`config.mk`:
```
export PLATFORM = sky130hd
export DESIGN_NAME = fetch_unit
export DESIGN_NICKNAME = d
export VERILOG_FILES = /design/src/rtl/mcu_pkg.sv /design/src/rtl/fetch_unit.sv
export SDC_FILE = /design/constraint.sdc
export NUM_CORES = 1
export LEC_CHECK = 0
export ABC_AREA = 1
export CELL_PAD_IN_SITES_DETAIL_PLACEMENT = 1
export CELL_PAD_IN_SITES_GLOBAL_PLACEMENT = 1
export CORE_MARGIN = 3
export CORE_UTILIZATION = 25
export CTS_CLUSTER_SIZE = 30
export DETAILED_ROUTE_END_ITERATION = 12
export GPL_TIMING_DRIVEN = 0
export PLACE_DENSITY = 0.83
export RECOVER_POWER = 100
export SETUP_SLACK_MARGIN = 0.5
export SLEW_MARGIN = 10
export SYNTH_ARGS = -nofsm -noshare
export SYNTH_HDL_FRONTEND = slang
export SYNTH_SLANG_ARGS = --single-unit
export TNS_END_PERCENT = 30
```
`constraint.sdc`:
```
create_clock -name clk -period 1.1 [get_ports clk]
set_input_delay 0.165 -clock clk [delete_from_list [all_inputs] [get_ports clk]]
set_output_delay 0.165 -clock clk [all_outputs]
set_load 0.01 [all_outputs]
```
`src/rtl/mcu_pkg.sv`:
```
// Shared definitions for the MCU front end: fetch FSM states, branch-select
// encodings and default widths/reset address.
package mcu_pkg;

  localparam int AW_DEF = 8;
  localparam int IW_DEF = 16;
  localparam logic [7:0] RESET_PC_DEF = 8'h00;

  localparam logic [1:0] BS_SEQ = 2'b00;
  localparam logic [1:0] BS_JMP = 2'b10;

  typedef enum logic [1:0] {
    PRIME = 2'd0,
    RUN   = 2'd1,
    FLUSH = 2'd2
  } state_t;

endpackage

```
`src/rtl/fetch_unit.sv`:
```
// Instruction fetch stage: PC register, instruction register and a 3-state
// FSM that primes after reset and inserts one bubble on every taken redirect.
module fetch_unit
  import mcu_pkg::*;
#(
  parameter int IW = IW_DEF,
  parameter int AW = AW_DEF,
  parameter logic [AW-1:0] RESET_PC = AW'(RESET_PC_DEF)
) (
  input  logic          clk,
  input  logic          rst,
  input  logic          stall,
  input  logic [1:0]    BS,
  input  logic [AW-1:0] pc_next,
  input  logic [IW-1:0] imem_data,
  output logic [AW-1:0] imem_addr,
  output logic [AW-1:0] pc_value,
  output logic [AW-1:0] PC_minus1,
  output logic [IW-1:0] ir_out,
  output logic          ir_valid
);

  state_t        state, state_nxt;
  logic [AW-1:0] pc_p0, pc_nxt;
  logic [AW-1:0] pcm1_p1, pcm1_nxt;
  logic [IW-1:0] ir_p1, ir_nxt;
  logic          vld_p1, vld_nxt;

  always_comb begin
    state_nxt = state;
    pc_nxt    = pc_p0;
    pcm1_nxt  = pcm1_p1;
    ir_nxt    = ir_p1;
    vld_nxt   = vld_p1;
    if (!stall) begin
      // Every unstalled edge captures the word at the current PC; only the
      // valid flag decides whether decode will act on it.
      ir_nxt   = imem_data;
      pcm1_nxt = pc_p0;
      case (state)
        PRIME, FLUSH: begin
          pc_nxt    = pc_p0 + AW'(1);
          vld_nxt   = 1'b1;
          state_nxt = RUN;
        end
        RUN: begin
          if (vld_p1 && (BS != BS_SEQ)) begin
            pc_nxt    = pc_next;
            vld_nxt   = 1'b0;
            state_nxt = FLUSH;
          end else begin
            pc_nxt    = pc_p0 + AW'(1);
            vld_nxt   = 1'b1;
          end
        end
        default: begin
          vld_nxt   = 1'b0;
          state_nxt = PRIME;
        end
      endcase
    end
  end

  // Stage p0 -> p1 register boundary
  always_ff @(posedge clk) begin
    if (rst) begin
      state   <= PRIME;
      pc_p0   <= RESET_PC;
      pcm1_p1 <= '0;
      ir_p1   <= '0;
      vld_p1  <= 1'b0;
    end else begin
      state   <= state_nxt;
      pc_p0   <= pc_nxt;
      pcm1_p1 <= pcm1_nxt;
      ir_p1   <= ir_nxt;
      vld_p1  <= vld_nxt;
    end
  end

  assign imem_addr = pc_p0;
  assign pc_value  = pc_p0;
  assign PC_minus1 = pcm1_p1;
  assign ir_out    = ir_p1;
  assign ir_valid  = vld_p1;

endmodule

```
-- After elaboration in Yosys (flattened, before gate mapping)
Cells that the tools add are included.
- add/subtract/negate cells: 1
- eq/ne operators: 3
- mux-type cells: 6
- bitwise operators: 1
- reduce and logical (&&, ||, !) cells: 7
- operator list (cell ; count):
    8-bit one-hot mux with 2 select lines ; 1
    8-bit by 1-bit adder with 8-bit output, second input constant ; 1
    8-bit two-way mux ; 1
    2-bit one-hot mux with 2 select lines ; 1
    2-bit AND reduction ; 2
    2-bit nonzero test ; 2
    2-bit by 1-bit equality test with 1-bit output, second input constant ; 1
    2-bit equality test, second input constant ; 1
    2-bit logical NOT ; 1
    2-bit two-way mux ; 1
    2-bit != test, second input constant ; 1
    1-bit one-hot mux with 2 select lines ; 1
    2-bit OR reduction ; 1
    1-bit logical AND ; 1
    1-bit two-way mux ; 1
    1-bit NOT ; 1
- flip-flop bits (word level): 35
- word-level logic and storage cells: 23

-- Depth between registers and ports, before layout
Gate-level depths: netlist (run 1).
- depth in word-level cells: 4
- gate-level depth with buffers: 8
- mapped depth without buffers: 8

-- Least setup slack after synthesis (run 1)
OpenSTA, ideal clock, no wires.
- path type: reg2reg
- start: register pc_p0[1], in the netlist imem_addr[1]
- end: register pc_p0[6], in the netlist imem_addr[6]
- library setup time: 0.116 ns
- arrival: 1.060 ns
- path slack: -0.075 ns
- cell stages (with the launch flop): 7
- path buffers: 0
- period minus slack after synthesis: 1.175 ns
- path through: dfxtp_1 -> ha_1 -> nand3_1 -> o21ai_0 -> nand3_1 -> nand2_1 -> a21oi_1
- word-level cells in the longest chain between the ends: 3
- RTL lines (item ; line ; RTL):
    start, declared ; fetch_unit.sv:24 ; logic [AW-1:0] pc_p0, pc_nxt;
    start signal, assigned ; fetch_unit.sv:74 ; pc_p0 <= pc_nxt;
    8-bit by 1-bit adder with 8-bit output * ; fetch_unit.sv:42, fetch_unit.sv:52 ;
    8-bit two-way mux ; fetch_unit.sv:47 ; if (vld_p1 && (BS != BS_SEQ)) begin
    8-bit one-hot mux with 2 select lines * ; fetch_unit.sv:40 ; case (state)
Mark *: on every way between the ends. The rest lies on a longest branch, timed or not.
A chain may end at the register's enable or synchronous reset.

-- Worst setup path in the final report (run 1)
- start: register pc_p0[1], in the netlist imem_addr[1]
- end: register pc_p0[2], in the netlist imem_addr[2]
The elaborated chain is that of the path after synthesis.

==> results of run 1 <==
==> per-stage QoR <==
stage | hold slack [ps] | TNS, ps | total power [uW] | setup WS, ps
floorplan | 224.4 | 0 | 1707 | 47.29
global placement | 462.1 | -18660 | 2039 | -609.4
detailed placement | 472.1 | -19840 | 2063 | -634.2
CTS | 109.4 | -702.8 | 3165 | -105.2
global route | 75.94 | -1763 | 3451 | -221.1
finish | 84.65 | -1048 | 3287 | -153.0
==> routing by layer <==
layer  part of all wire  GRT usage  vias up
met4             0.0099    0.03453        0
li1                   -          -      881
met2               0.53     0.2669       47
met5                  0          0        -
met3              0.040    0.03398        5
met1               0.42     0.2051      832
==> timing repair <==
| action | in CTS | in global routing |
|---|---|---|
| setup endpoints to repair | 76 | 76 |
| cloned | 0 | 0 |
| resized for setup | 139 | 178 |
| pin swaps | 4 | 16 |
| buffers inserted | 15 | 3 |
==> placed cells by master (no fill, tap or decap), types with 2 or more instances in the layout <==
master	instances
buf_6	59
nor2_1	39
nand2_1	29
clkdlybuf4s50_1	26
dfxtp_2	24
o21ai_0	21
inv_1	15
o21ai_1	10
a21oi_1	10
nand3_1	10
buf_4	10
dfxtp_4	10
clkbuf_8	8
nand2_2	6
a21oi_2	6
inv_2	5
nor2_2	5
inv_4	3
nor2_4	3
clkbuf_4	2
nand3_4	2
o21ai_2	2
==> worst max-delay path by stage <==
stage                                            to  slack [ps]  cells after the start                       from
final                     imem_addr[2]$_SDFFE_PP0P_        -150                      7  imem_addr[1]$_SDFFE_PP0P_
after global routing      imem_addr[6]$_SDFFE_PP0P_        -220                      8  imem_addr[1]$_SDFFE_PP0P_
after CTS                 imem_addr[6]$_SDFFE_PP0P_        -110                      8  imem_addr[1]$_SDFFE_PP0P_
after detailed placement     ir_out[3]$_SDFFE_PP0N_        -630                      5                        rst
after global placement       ir_out[3]$_SDFFE_PP0N_        -610                      5                        rst
after floorplan           imem_addr[4]$_SDFFE_PP0P_          50                      7      state[0]$_SDFFE_PP0P_
==> cells by family (layout without fill, tap and decap cells) <==
family                     Yosys count  in the layout
and+or+nand+nor                     95             95
AOI/OAI and AO/OA                   51             51
buffers and inverters               39            134
DFF                                 35             35
adders and majority gates            1              1
==> flip-flops by register name (all words and copies together), names as in the netlist <==
name       count
ir_out        16
PC_minus1      8
imem_addr      8
ir_valid       1
state          2
==> area by class of cell <==
cell class              instances  area [sq um]  area share
clock buffers                   6         93.84     0.03198
well taps                      75         93.84     0.03198
repair buffers                 87         909.6      0.3100
clock inverters                 2         13.76    0.004691
multi-input cells             147         787.0      0.2682
flip-flops and latches         35         768.2      0.2618
plain buffers                  15         166.4     0.05672
inverters                      24         101.3     0.03454
==> power by group through the flow <==
stage,Clock [uW],Sequential [uW],Combinational (uW)
3_5_place_dp,0,1450,616
6_report,1090,1430,765
4_1_cts,1110,1400,654
3_3_place_gp,0,1440,597
2_1_floorplan,0,1470,236
5_1_grt,1180,1440,832
==> critical path: stages, from the launching register on <==
cell     delay, ps
dfxtp_4        360
buf_6          120
ha_4           170
nand2_1         80
inv_1           60
o21ai_1        140
nand3_1        100
a21oi_1        130
==> flow_summary.yaml, run 1 <==
worst_setup_path:
  cp-end-kind: "register"
  worstPathMaxFanout: 4
  r2r-end: "imem_addr[2]$_SDFFE_PP0P_"
  r2r_start: "imem_addr[1]$_SDFFE_PP0P_"
  worstPathArrival_ps: 1470
  r2r_setup_slack_ps: -150
  critPathLaunchType: "register"
  setup.worst_path.class: "register to register"
  crit_required_ps: 1320
  r2r.worst_path.cells: 7
power_and_ir_drop:
  vdd_ir_drop_max_mv: 0.5378
  p_per_area_nw_per_um2: 1120
  p_clk_frac: 0.333
  p_int_uw: 2365
  leakagePower_uw: 0.001296
  p_sw_frac: 0.2805
  combPwrFrac: 0.233
  power_switching_uw: 922.2
  sequentialPowerShare: 0.435
min_path:
  min_path_cells: 2
  holdPathEnd: "imem_addr[5]$_SDFFE_PP0P_"
  min_path_type: "input pin to register"
  worstHoldStart: "rst"
sta:
  fin_skew_ps: 12.60
  slew_headroom: 0.8290
  fin_ws_ps: -153.0
  slew_viol_final: 0
  hold_violations: 0
  rsz0062_at_grt: "true"
  fin_crit_sh: 1.139
  period_minus_slack_ps: 1253
  setup_violations: 10
  max_freq_mhz: 798.1
  tightest_slew_ps: 256.2
yosys:
  synth-edff-count: 0
  synth_compound_gate_area_share: 0.1691
  netlist_top_cells_area: "dfxtp_1, nor2_1, o21ai_0"
  syn-num-nets: 251
  syn-cell-area_sq_um: 1569
  yosys_register_bits: 35
  syn_inst: 221
  async_flop_share: 0
  synth_area_leader_cell: "dfxtp_1"
  synth_seq_area_share: 0.4466
  synthMuxAreaShare: 0
  synth_top_family_by_area: "simple AND/OR/NAND/NOR gates"
  syn_area_per_cell_sq_um: 7.100
  ys_types: 20
  yosys_warnings: 0
  yosys.area.top_type_share: 0.4466
  synthFlopType: "dfxtp_1"
  synth_most_common_cell: "nor2_1"
  synth_common_cells: "nor2_1, dfxtp_1, nand2_1, o21ai_0, inv_1"
  synth_xor_area_frac: 0
  synth_fa_ha_area_frac: 0.007974
  synth-simple-area-share: 0.2632
route:
  vias: 1765
  totalWireLength_mm: 5.851
  final_antenna_net_count: 0
  drt_iter0_drc: 69
  wl_per_cell_um: 14.96
  drc: 0
  dr.pass1.iters: 4
  viasPerCell: 4.514
floorplanning:
  die_h_um: 85.22
  initial_core_util: 0.2619
  io_pins: 70
  core_sq_um: 5991
  rows: 28
  die_x_um: 85.22
  die-area_sq_um: 7262
clock_tree:
  postCtsHoldBufs: 0
  clockBufferDepth: 2
  htreeDepth: 2
  clock_sinks: 35
  cts_made_buffers: 5
  clk_pin_slew_worst_paths_ps: 80
  clockRootBuffer: "clkbuf_8"
  tritoncts: "yes"
  clock_latency_ps: 290
final_layout:
  diodes: 0
  finalNonFillerCells: 391
  final_area_sq_um: 2934
  syn2layout_area_growth_pct: 87.00
  final_util: 0.4898
  fillers: 729
  nets: 345
  final_layout_size_suffix_gt1_frac: 0.4873
global_routing:
  grt_overflow: 0
  grt_first_pass_wirelength_mm: 9.135
  antenna_found_initial: 0
  grt_max_degree: 13
  grt_usage: 0.1575
  grt_pass1_vias: 1848
placement:
  place_area_sq_um: 2412
  gp_congestion: 0.7910
  dp.cells: 365
  place_hpwl_mm: 3.735
  portBuffers: 69
run_status:
  run_status: "finished, violations left"
  violations: "negative setup slack"
run:
  cap_viol_max_count: 0
Power figures use the tool's default switching activity.
==> run 2, diff against run 1 <==
--- a/config.mk
+++ b/config.mk
@@ -15,7 +15,7 @@
 export GPL_TIMING_DRIVEN = 0
 export PLACE_DENSITY = 0.83
 export RECOVER_POWER = 100
-export SETUP_SLACK_MARGIN = 0.5
+export SETUP_SLACK_MARGIN = 0.1
 export SLEW_MARGIN = 10
 export SYNTH_ARGS = -nofsm -noshare
 export SYNTH_HDL_FRONTEND = slang
==> flow_summary.yaml, run 2 (synthesis gave the netlist of run 1 again) <==
run_status:
  run_status: "finished, violations left"
  violations: "negative setup slack"
clock_tree:
  tritoncts: "yes"
  clockBufferDepth: 2
  clock_latency_ps: 290
  htreeDepth: 2
  cts_made_buffers: 5
  clk_pin_slew_worst_paths_ps: 70
  clock_sinks: 35
  clockRootBuffer: "clkbuf_8"
final_layout:
  mostFrequentLayoutCells: "nor2_1, o21ai_0, nand2_1"
  final_common_cell: "nor2_1"
  nets: 343
  diodes: 0
  finalNonFillerCells: 389
  final_util: 0.4357
  final_layout_size_suffix_gt1_frac: 0.3248
  largest_reg_flops: 16
  syn2layout_area_growth_pct: 66.35
floorplanning:
  io_pins: 70
  die_h_um: 85.22
  die-area_sq_um: 7262
  die_x_um: 85.22
  core_sq_um: 5991
  initial_core_util: 0.2619
  rows: 28
worst_setup_path:
  path_cells: "ha_4 > nand3_4 > o21ai_2 > nand3_1 > nand2_1 > a21oi_2"
  r2r_setup_slack_ps: -120
  crit_required_ps: 1280
  crit_start: "imem_addr[1]$_SDFFE_PP0P_"
  critPathLaunchType: "register"
  endpoint: "imem_addr[6]$_SDFFE_PP0P_"
  r2r.worst_path.cells: 6
  r2r_start: "imem_addr[1]$_SDFFE_PP0P_"
  setup.worst_path.class: "register to register"
  worstPathArrival_ps: 1400
  cp-end-kind: "register"
  cp_slowest_cell: "dfxtp_4"
  crit_family: "flip-flops"
  worst-path-buf-inv: 0
  worstPathMaxFanout: 4
  r2r-end: "imem_addr[6]$_SDFFE_PP0P_"
  cpPeakStageDelay_ps: 400
  cp.depth: 6
route:
  drc: 0
  wl_per_cell_um: 15.42
  viasPerCell: 4.643
  final_antenna_net_count: 0
  totalWireLength_mm: 6.000
  drt_iter0_drc: 86
  vias: 1806
  dr.pass1.iters: 4
global_routing:
  grt_usage: 0.1577
  grt_pass1_vias: 1879
  grt_first_pass_wirelength_mm: 8.921
  grt_max_degree: 11
  grt_overflow: 0
  antenna_found_initial: 0
sta:
  setup_violations: 12
  period_minus_slack_ps: 1216
  setup_tns_ps: -825.0
  fin_ws_ps: -116.5
  slew_viol_final: 0
  rsz0062_at_grt: "true"
  max_freq_mhz: 822.1
  slew_headroom: 0.8124
  tightest_slew_ps: 281.4
  fin_crit_sh: 1.106
  hold_violations: 0
  fin_skew_ps: 3.597
power_and_ir_drop:
  vdd_ir_drop_max_mv: 0.6870
  power_uw: 3104
  sequentialPowerShare: 0.455
  combPwrFrac: 0.210
  leakagePower_uw: 0.001164
  p_int_uw: 2237
  p_per_area_nw_per_um2: 1189
  p_sw_frac: 0.2792
  power_switching_uw: 866.6
  p_clk_frac: 0.335
min_path:
  min_path_type: "input pin to register"
placement:
  portBuffers: 69
  gp_congestion: 0.7701
  place_ws_ps: -681.8
  dp.cells: 365
  place_hpwl_mm: 3.910
run:
  cap_viol_max_count: 0
run 2: changes by cell type in the layout (fill, tap and decap cells not counted), moves of 8 or more:
cell	change
clkbuf_1	+24
dfxtp_1	+17
buf_2	+8
dfxtp_2	-16
buf_6	-39
clkbuf_2	+8
run 2: power groups by stage:
stage | sequential [uW] | combinational [uW] | clock (uW)
floorplan | 1470 | 228 | 0
global route | 1420 | 719 | 1110
CTS | 1410 | 612 | 1050
global placement | 1440 | 593 | 0
detailed placement | 1450 | 610 | 0
finish | 1410 | 652 | 1040
run 2: through the flow:
| step | area (sq um) | hold slack, ps |
|---|---|---|
| final | 2610 | 176.5 |
| after global routing | 2610 | 182.0 |
| after detailed placement | 2385 | 471.0 |
| after global placement | 2385 | 461.3 |
| after CTS | 2522 | 356.3 |
| after floorplan | 1600 | 226.7 |
run 2: repair_timing:
action                     4_1_cts  5_1_grt
hold buffers                     0        0
setup buffers                   10        6
gates resized for setup        210       29
setup endpoints to repair       76       45
pin swaps                        5        8
run 2: worst min-delay path by stage:
stage	startpoint	to	depth (start not counted)
6_report	rst	imem_addr[5]$_SDFFE_PP0P_	2
5_1_grt	rst	imem_addr[5]$_SDFFE_PP0P_	2
4_1_cts	rst	imem_addr[5]$_SDFFE_PP0P_	2
3_5_place_dp	ir_out[7]$_SDFFE_PP0N_	ir_out[7]$_SDFFE_PP0N_	2
3_3_place_gp	ir_out[4]$_SDFFE_PP0N_	ir_out[4]$_SDFFE_PP0N_	2
2_1_floorplan	rst	imem_addr[2]$_SDFFE_PP0P_	1
run 2: worst register-to-register path, stage by stage (launching register included):
cell	delay, ps
dfxtp_4	400
ha_4	170
nand3_4	110
o21ai_2	160
nand3_1	120
nand2_1	100
a21oi_2	50
run 2: per-layer routing:
layer  vias to the layer above  track usage  wire length (um)  part of all wire
met4                         0      0.05468               123             0.021
met1                       866       0.1765              2345              0.39
met3                        12      0.04563               389             0.065
li1                        876            -                 -                 -
met2                        52       0.2832              3142              0.52
met5                         -            0                 0                 0
run 2: cell type report:
| class | instances | area (sq um) |
|---|---|---|
| fillers | 770 | 3381 |
| multi-input cells | 147 | 788.3 |
| flip-flops and latches | 35 | 744.5 |
| repair buffers | 85 | 660.6 |
| plain buffers | 15 | 127.6 |
| clock buffers | 8 | 100.1 |
| inverters | 24 | 95.09 |
| well taps | 75 | 93.84 |
==> patch 1: new RTL, config.mk and constraints of run 1 <==
Make the reset (`rst`) asynchronous in one clocked block.
--- a/src/rtl/fetch_unit.sv
+++ b/src/rtl/fetch_unit.sv
@@ -62,7 +62,7 @@
   end
 
   // Stage p0 -> p1 register boundary
-  always_ff @(posedge clk) begin
+  always_ff @(posedge clk or posedge rst) begin
     if (rst) begin
       state   <= PRIME;
       pc_p0   <= RESET_PC;
Formal check against the unedited RTL: differs if rst is asserted again (counterexample within 4 cycles, from zero or initial values and one cycle with rst high); with rst held inactive, the same outputs for 10 cycles.
==> patch 1 against run 1 <==
- the flow still finishes with violations (negative setup slack)
- sequential cell count did not move
- via count fell by 5.1%
- synthesized area rose by 8.1%
- routed wire length rose by 0.29%
- non-clock buffer count rose by 21
- final cell count fell by 4.1%
- setup slack improved by 0.0074 ns
- cell area rose by 2.8%
- critical endpoint is now PC_minus1[2]
Power is not compared: it rests on default switching activity, and its combinational part moved more than twofold at a synthesized area within 25%.
==> patch 1: results (changes against run 1) <==
| Metric | Value |
|---|---|
| Worst slew pin tran | 0.779 ns (was 0.256 ns) |
| Clk pin slew, worst setup/hold paths | 0.08 ns (about the same) |
| Clock root cell | clkbuf_8 (unchanged) |
| Max reg flops | 16 (unchanged) |
| Post-DP HPWL | 3640 µm (was 3740 µm) |
| Post-synth top cells | nand2_1 (46), dfrtp_1 (35), inv_1 (22) (was nor2_1 (45), dfxtp_1 (35), nand2_1 (34)) |
| Post-Place Cells | 326 (was 365) |
| Final WS setup | -0.146 ns (was -0.153 ns) |
| Mapped Nets | 211 (was 251) |
| Gr usage total | 0.145 (was 0.158) |
| Diodes inserted | 0 (unchanged) |
| LEAKAGE | 1.44 nW |
| Drt first pass iters | 4 (unchanged) |
| Worst r2r src | imem_addr[2] (was imem_addr[1]) |
| Gpl congestion | 0.792 (was 0.791) |
| CP top delay family | buffers and inverters (was flip-flops) |
| Fin Setup TNS | -2.03 ns (was -1.05 ns) |
| Setup CP Type | reg -> reg (unchanged) |
| ANT nets after route | 0 (unchanged) |
| Clock Latency Late Sink | 0.28 ns |
| Max Fanout on Critical Path | 6 (was 4) |
| Post-synth cell types | 20 (unchanged) |
| HP Class | in -> async (was in -> reg) |
| Final wirelength | 5870 µm (was 5850 µm) |
| Syn Inst Count | 181 (was 221) |
| DR vias | 1675 (was 1765) |
| Synth top area cells | dfrtp_1 (52%), mux2_2 (12%), nand2_1 (10%) (was dfxtp_1 (45%), nor2_1 (11%), o21ai_0 (9.6%)) |
| Critical-path top delay cell | dfrtp_1 (was dfxtp_4) |
| Fillers | 748 (was 729) |
| Yosys warns | 0 (unchanged) |
| Initial DRC count | 53 (was 69) |
| Initial antenna violation count | 0 (unchanged) |
| Final setup vio count | 23 (was 10) |
| Maximum buffer depth of the clock tree | 2 (unchanged) |
| Asr flop ratio synth | 1.00 (was 0) |
| CTS H-Tree Depth | 2 (unchanged) |
| Post-synthesis sequential area ratio | 0.517 (was 0.447) |
| Status | finished, violations left (unchanged) |
| WP data arrival | 1.41 ns (was 1.47 ns) |
| Share of post-route cells with drive strength above 1 | 0.419 (was 0.487) |
| Drt via density | 4.47 (was 4.51) |
| Num CTS Buffers | 5 (unchanged) |
| Port Buffers | 68 (was 69) |
| Clock skew | 0.00603 ns (was 0.0126 ns) |
| Failing checks | negative setup slack (unchanged) |
| Slowest Stage Delay on Critical Path | 0.40 ns (was 0.36 ns) |
| VDD IR-drop max | 0.000786 V |
| First-pass GRT wire length | 8580 µm (was 9140 µm) |
| Pin count of the biggest net entering global routing | 36 (was 13) |
## patch 1: metal layers
| layer | vias up | global-route usage | part of all wire |
|---|---|---|---|
| met5 | - | 0 | 0 |
| met4 | 0 | 0.0357 | 0.0087 |
| met3 | 4 | 0.0345 | 0.040 |
| met2 | 37 | 0.262 | 0.55 |
| met1 | 831 | 0.173 | 0.40 |
| li1 | 803 | - | - |
## patch 1: cell families (layout without fill, tap and decap cells)
family | count (synthesis) | in the layout | share of synthesized area
AND/OR/NAND/NOR | 73 | 73 | 0.185
buffers and inverters | 37 | 154 | 0.109
flip-flops | 35 | 35 | 0.517
multiplexers | 19 | 19 | 0.125
AO/OA/AOI/OAI | 15 | 15 | 0.0509
adder cells (fa/ha/maj) | 1 | 1 | 0.00738
XOR/XNOR | 1 | 1 | 0.00517
## patch 1: cell type report
class	instances	area (µm²)	area share
repair buffers	109	935	0.310
clock buffers	5	68.8	0.0228
flip-flops and latches	35	883	0.293
multi-input cells	109	739	0.245
plain buffers	14	180	0.0598
inverters	23	92.6	0.0307
well taps	77	96.3	0.0320
clock inverters	3	20.0	0.00664
## patch 1: path summary, 6_finish.rpt
check	cells after the start	end
setup / recovery	5	PC_minus1[2]
hold / removal	2	ir_out[9]
setup reg to reg	5	PC_minus1[2]
hold reg to reg	2	PC_minus1[7]
max in group asynchronous	2	imem_addr[4]
min in group clk	2	ir_out[15]
## patch 1: repair_timing
| item | in CTS | in global routing |
|---|---|---|
| hold buffers | 0 | 0 |
| cloned | 0 | 1 |
| pin swaps | 8 | 7 |
| resized for setup | 203 | 46 |
| setup buffers | 21 | 19 |
| endpoints found under the hold margin | 0 | 0 |
| endpoints found under the setup margin | 111 | 93 |
## patch 1: power by group
part / switching, mW / leakage [nW] / internal [mW]
Clock: 0.487 / 0.0402 / 0.441
Combinational: 2.11 / 0.990 / 2.56
Sequential: 0.286 / 0.415 / 1.68
Total: 2.88 / 1.44 / 4.68
## patch 1: per-stage QoR
step / worst slack, ns / util / cell area (µm²) / hold slack [ns]
after floorplan: 0.0000691 / - / 1830 / 0.112
after global placement: -0.280 / 0.403 / 2600 / 0.464
after detailed placement: -0.326 / 0.403 / 2600 / 0.468
after CTS: -0.113 / 0.433 / 2800 / 0.0370
after global routing: -0.234 / 0.467 / 3020 / 0.0842
final: -0.146 / 0.467 / 3020 / 0.00354
==> patch 2: new RTL, settings of run 1 <==
Made on the original files. The package constant `AW_DEF` goes from 8 to 7.
--- a/src/rtl/mcu_pkg.sv
+++ b/src/rtl/mcu_pkg.sv
@@ -2,7 +2,7 @@
 // encodings and default widths/reset address.
 package mcu_pkg;
 
-  localparam int AW_DEF = 8;
+  localparam int AW_DEF = 7;
   localparam int IW_DEF = 16;
   localparam logic [7:0] RESET_PC_DEF = 8'h00;
 
Ports: changed (resized PC_minus1, imem_addr, pc_next and pc_value); port bits go from 70 to 66. The function was not compared with the original's and may differ.
==> patch 2 against run 1 <==
- count of clock-buffer cells in the layout grew 1
- critical path depth grew 1
- sequential cell count shrank 2
- clock skew shrank 0.010 ns
- the run still ends with negative setup slack left
- synthesized cell count shrank 8.1%
- routed wire length shrank 12%
- global-route usage shrank 0.64 points
- maximum frequency grew 1.5%
- synthesized area shrank 8.6%
- cell area shrank 7.6%
- setup slack gained 0.018 ns
- clock power grew 4%
- total power shrank 2.4%
==> patch 2: results (changes against run 1) <==
| Metric | Value |
|---|---|
| Status | finished, violations left (unchanged) |
| Failing checks | negative setup slack (unchanged) |
| Post-Layout Cell Count | 363 (was 391) |
| Clk pin slew, worst setup/hold paths | 0.07 ns |
| Met3 Use GR | 0.0417 (was 0.0340) |
| Worst slew pin tran | 0.329 ns (was 0.256 ns) |
| Asr flop ratio synth | 0 (unchanged) |
| Pin count of the biggest net entering global routing | 12 (was 13) |
| Max reg flops | 16 (unchanged) |
| Drt via density | 4.52 (was 4.51) |
| Gr usage total | 0.151 (was 0.158) |
| HP Class | in -> reg (unchanged) |
| Final setup vio count | 10 (unchanged) |
| Wire per inst | 14.1 µm (was 15.0 µm) |
| Cell Area, Placed | 0.00223 mm² (was 0.00241 mm²) |
| Initial DRC count | 56 (was 69) |
| Share of post-route cells with drive strength above 1 | 0.498 (was 0.487) |
| Clock root cell | clkbuf_8 (unchanged) |
| Synth Area in Adders | 0.00873 (was 0.00797) |
| R2R cell count | 8 (was 7) |
| DRC | 0 (unchanged) |
| Port Buffers | 65 (was 69) |
| Maximum buffer depth of the clock tree | 2 (unchanged) |
| Post-synth cell types | 17 (was 20) |
| Fin Setup TNS | -0.630 ns (was -1.05 ns) |
| Setup CP Type | reg -> reg (unchanged) |
| Compound-Gate Fraction of Synth Area | 0.155 (was 0.169) |
| Syn Inst Count | 203 (was 221) |
| Fillers | 646 (was 729) |
| Ys flop type | dfxtp_1 (unchanged) |
| Post-Place Cells | 338 (was 365) |
| VDD IR-drop max | 0.000727 V (was 0.000538 V) |
| Final net count | 321 (was 345) |
| Global Route met2 Usage | 0.258 (was 0.267) |
| Synth top area cells | dfxtp_1 (46%), nor2_1 (12%), o21ai_0 (10%) (was dfxtp_1 (45%), nor2_1 (11%), o21ai_0 (9.6%)) |
| CTS H-Tree Depth | 2 (unchanged) |
| Gpl congestion | 0.824 (was 0.791) |
| Post-synth top cells | nor2_1 (46), dfxtp_1 (33), nand2_1 (29), o21ai_0 (29), inv_1 (17) (was nor2_1 (45), dfxtp_1 (35), nand2_1 (34)) |
| Final WS setup | -0.135 ns (was -0.153 ns) |
| LEAKAGE | 1.20 nW (was 1.30 nW) |
| First-pass GRT wire length | 7720 µm (was 9140 µm) |
| Drt first pass iters | 4 (unchanged) |
| Post-synthesis mux area share | 0 (unchanged) |
| Num CTS Buffers | 5 (unchanged) |
| Vias in the first global route | 1715 (was 1848) |
| Clock skew | 0.00243 ns (was 0.0126 ns) |
| Worst Setup EP | imem_addr[4] (was imem_addr[2]) |
| Max Fanout on Critical Path | 3 (was 4) |
| Post-synthesis sequential area ratio | 0.461 (was 0.447) |
| Clock Latency Late Sink | 0.29 ns (about the same) |
| Yosys warns | 0 (unchanged) |
| Post-DP HPWL | 3400 µm (was 3740 µm) |
| Worst r2r src | imem_addr[0] (was imem_addr[1]) |
| Pre-CTS setup slack | -0.540 ns (was -0.634 ns) |
| Mapped Nets | 232 (was 251) |
| Met1 Use GR | 0.180 (was 0.205) |
patch 2: metrics by stage:
stage	utilization	power, mW
4_1_cts	0.458	3.09
5_1_grt	0.508	3.38
2_1_floorplan	-	1.61
3_5_place_dp	0.418	1.95
3_3_place_gp	0.418	1.93
6_report	0.508	3.21
patch 2: how the worst min path moves through the flow:
stage,startpoint,end,slack (ns),cells after the start
2_1_floorplan,rst,imem_addr[4],0.22,1
3_3_place_gp,PC_minus1[2],PC_minus1[2],0.46,2
3_5_place_dp,ir_out[0],ir_out[0],0.47,2
4_1_cts,imem_data[10],ir_out[10],0.48,3
5_1_grt,rst,imem_addr[4],0.13,2
6_report,rst,imem_addr[4],0.13,2
patch 2: final cells by class:
type | instances | area share
Timing Repair Buffer | 82 | 0.313
Sequential cell | 33 | 0.265
Clock inverter | 1 | 0.00231
Inverter | 19 | 0.0291
Buffer | 15 | 0.0512
Tap cell | 70 | 0.0323
Multi-Input combinational cell | 136 | 0.267
Clock buffer | 7 | 0.0397
patch 2: where the power goes:
group	leakage, nW	switching [mW]	internal (mW)	total (mW)
logic	0.857	0.322	0.416	0.738
clock network	0.0599	0.478	0.647	1.13
registers	0.286	0.0659	1.28	1.34
patch 2: what timing repair did:
action / CTS / global route
pin swaps: 0 / 18
setup buffers: 8 / 9
cloned: 0 / 0
resized for setup: 136 / 156
hold endpoints to repair: 0 / 0
setup endpoints to repair: 71 / 71
patch 2: critical path, cell delays in order (launching register included):
cell and delay (ns):
dfxtp_4 0.36, buf_6 0.11, ha_4 0.16, inv_4 0.04, nor2_4 0.14, nand2_2 0.08, nand3_2 0.08, nand3_2 0.07
a21oi_2 0.12
patch 2: kinds of logic (layout without fill, tap and decap cells):
logic type / count (synthesis) / in the layout
compound gates: 44 / 44
fa+ha+maj: 1 / 1
buf+inv: 34 / 124
flops: 33 / 33
simple gates: 91 / 91
patch 2: per-layer routing:
layer  vias up  wire length (µm)
met2        44              2640
met5         -                 0
met1       769              2130
met4         0               111
met3        11               246
li1        817                 -
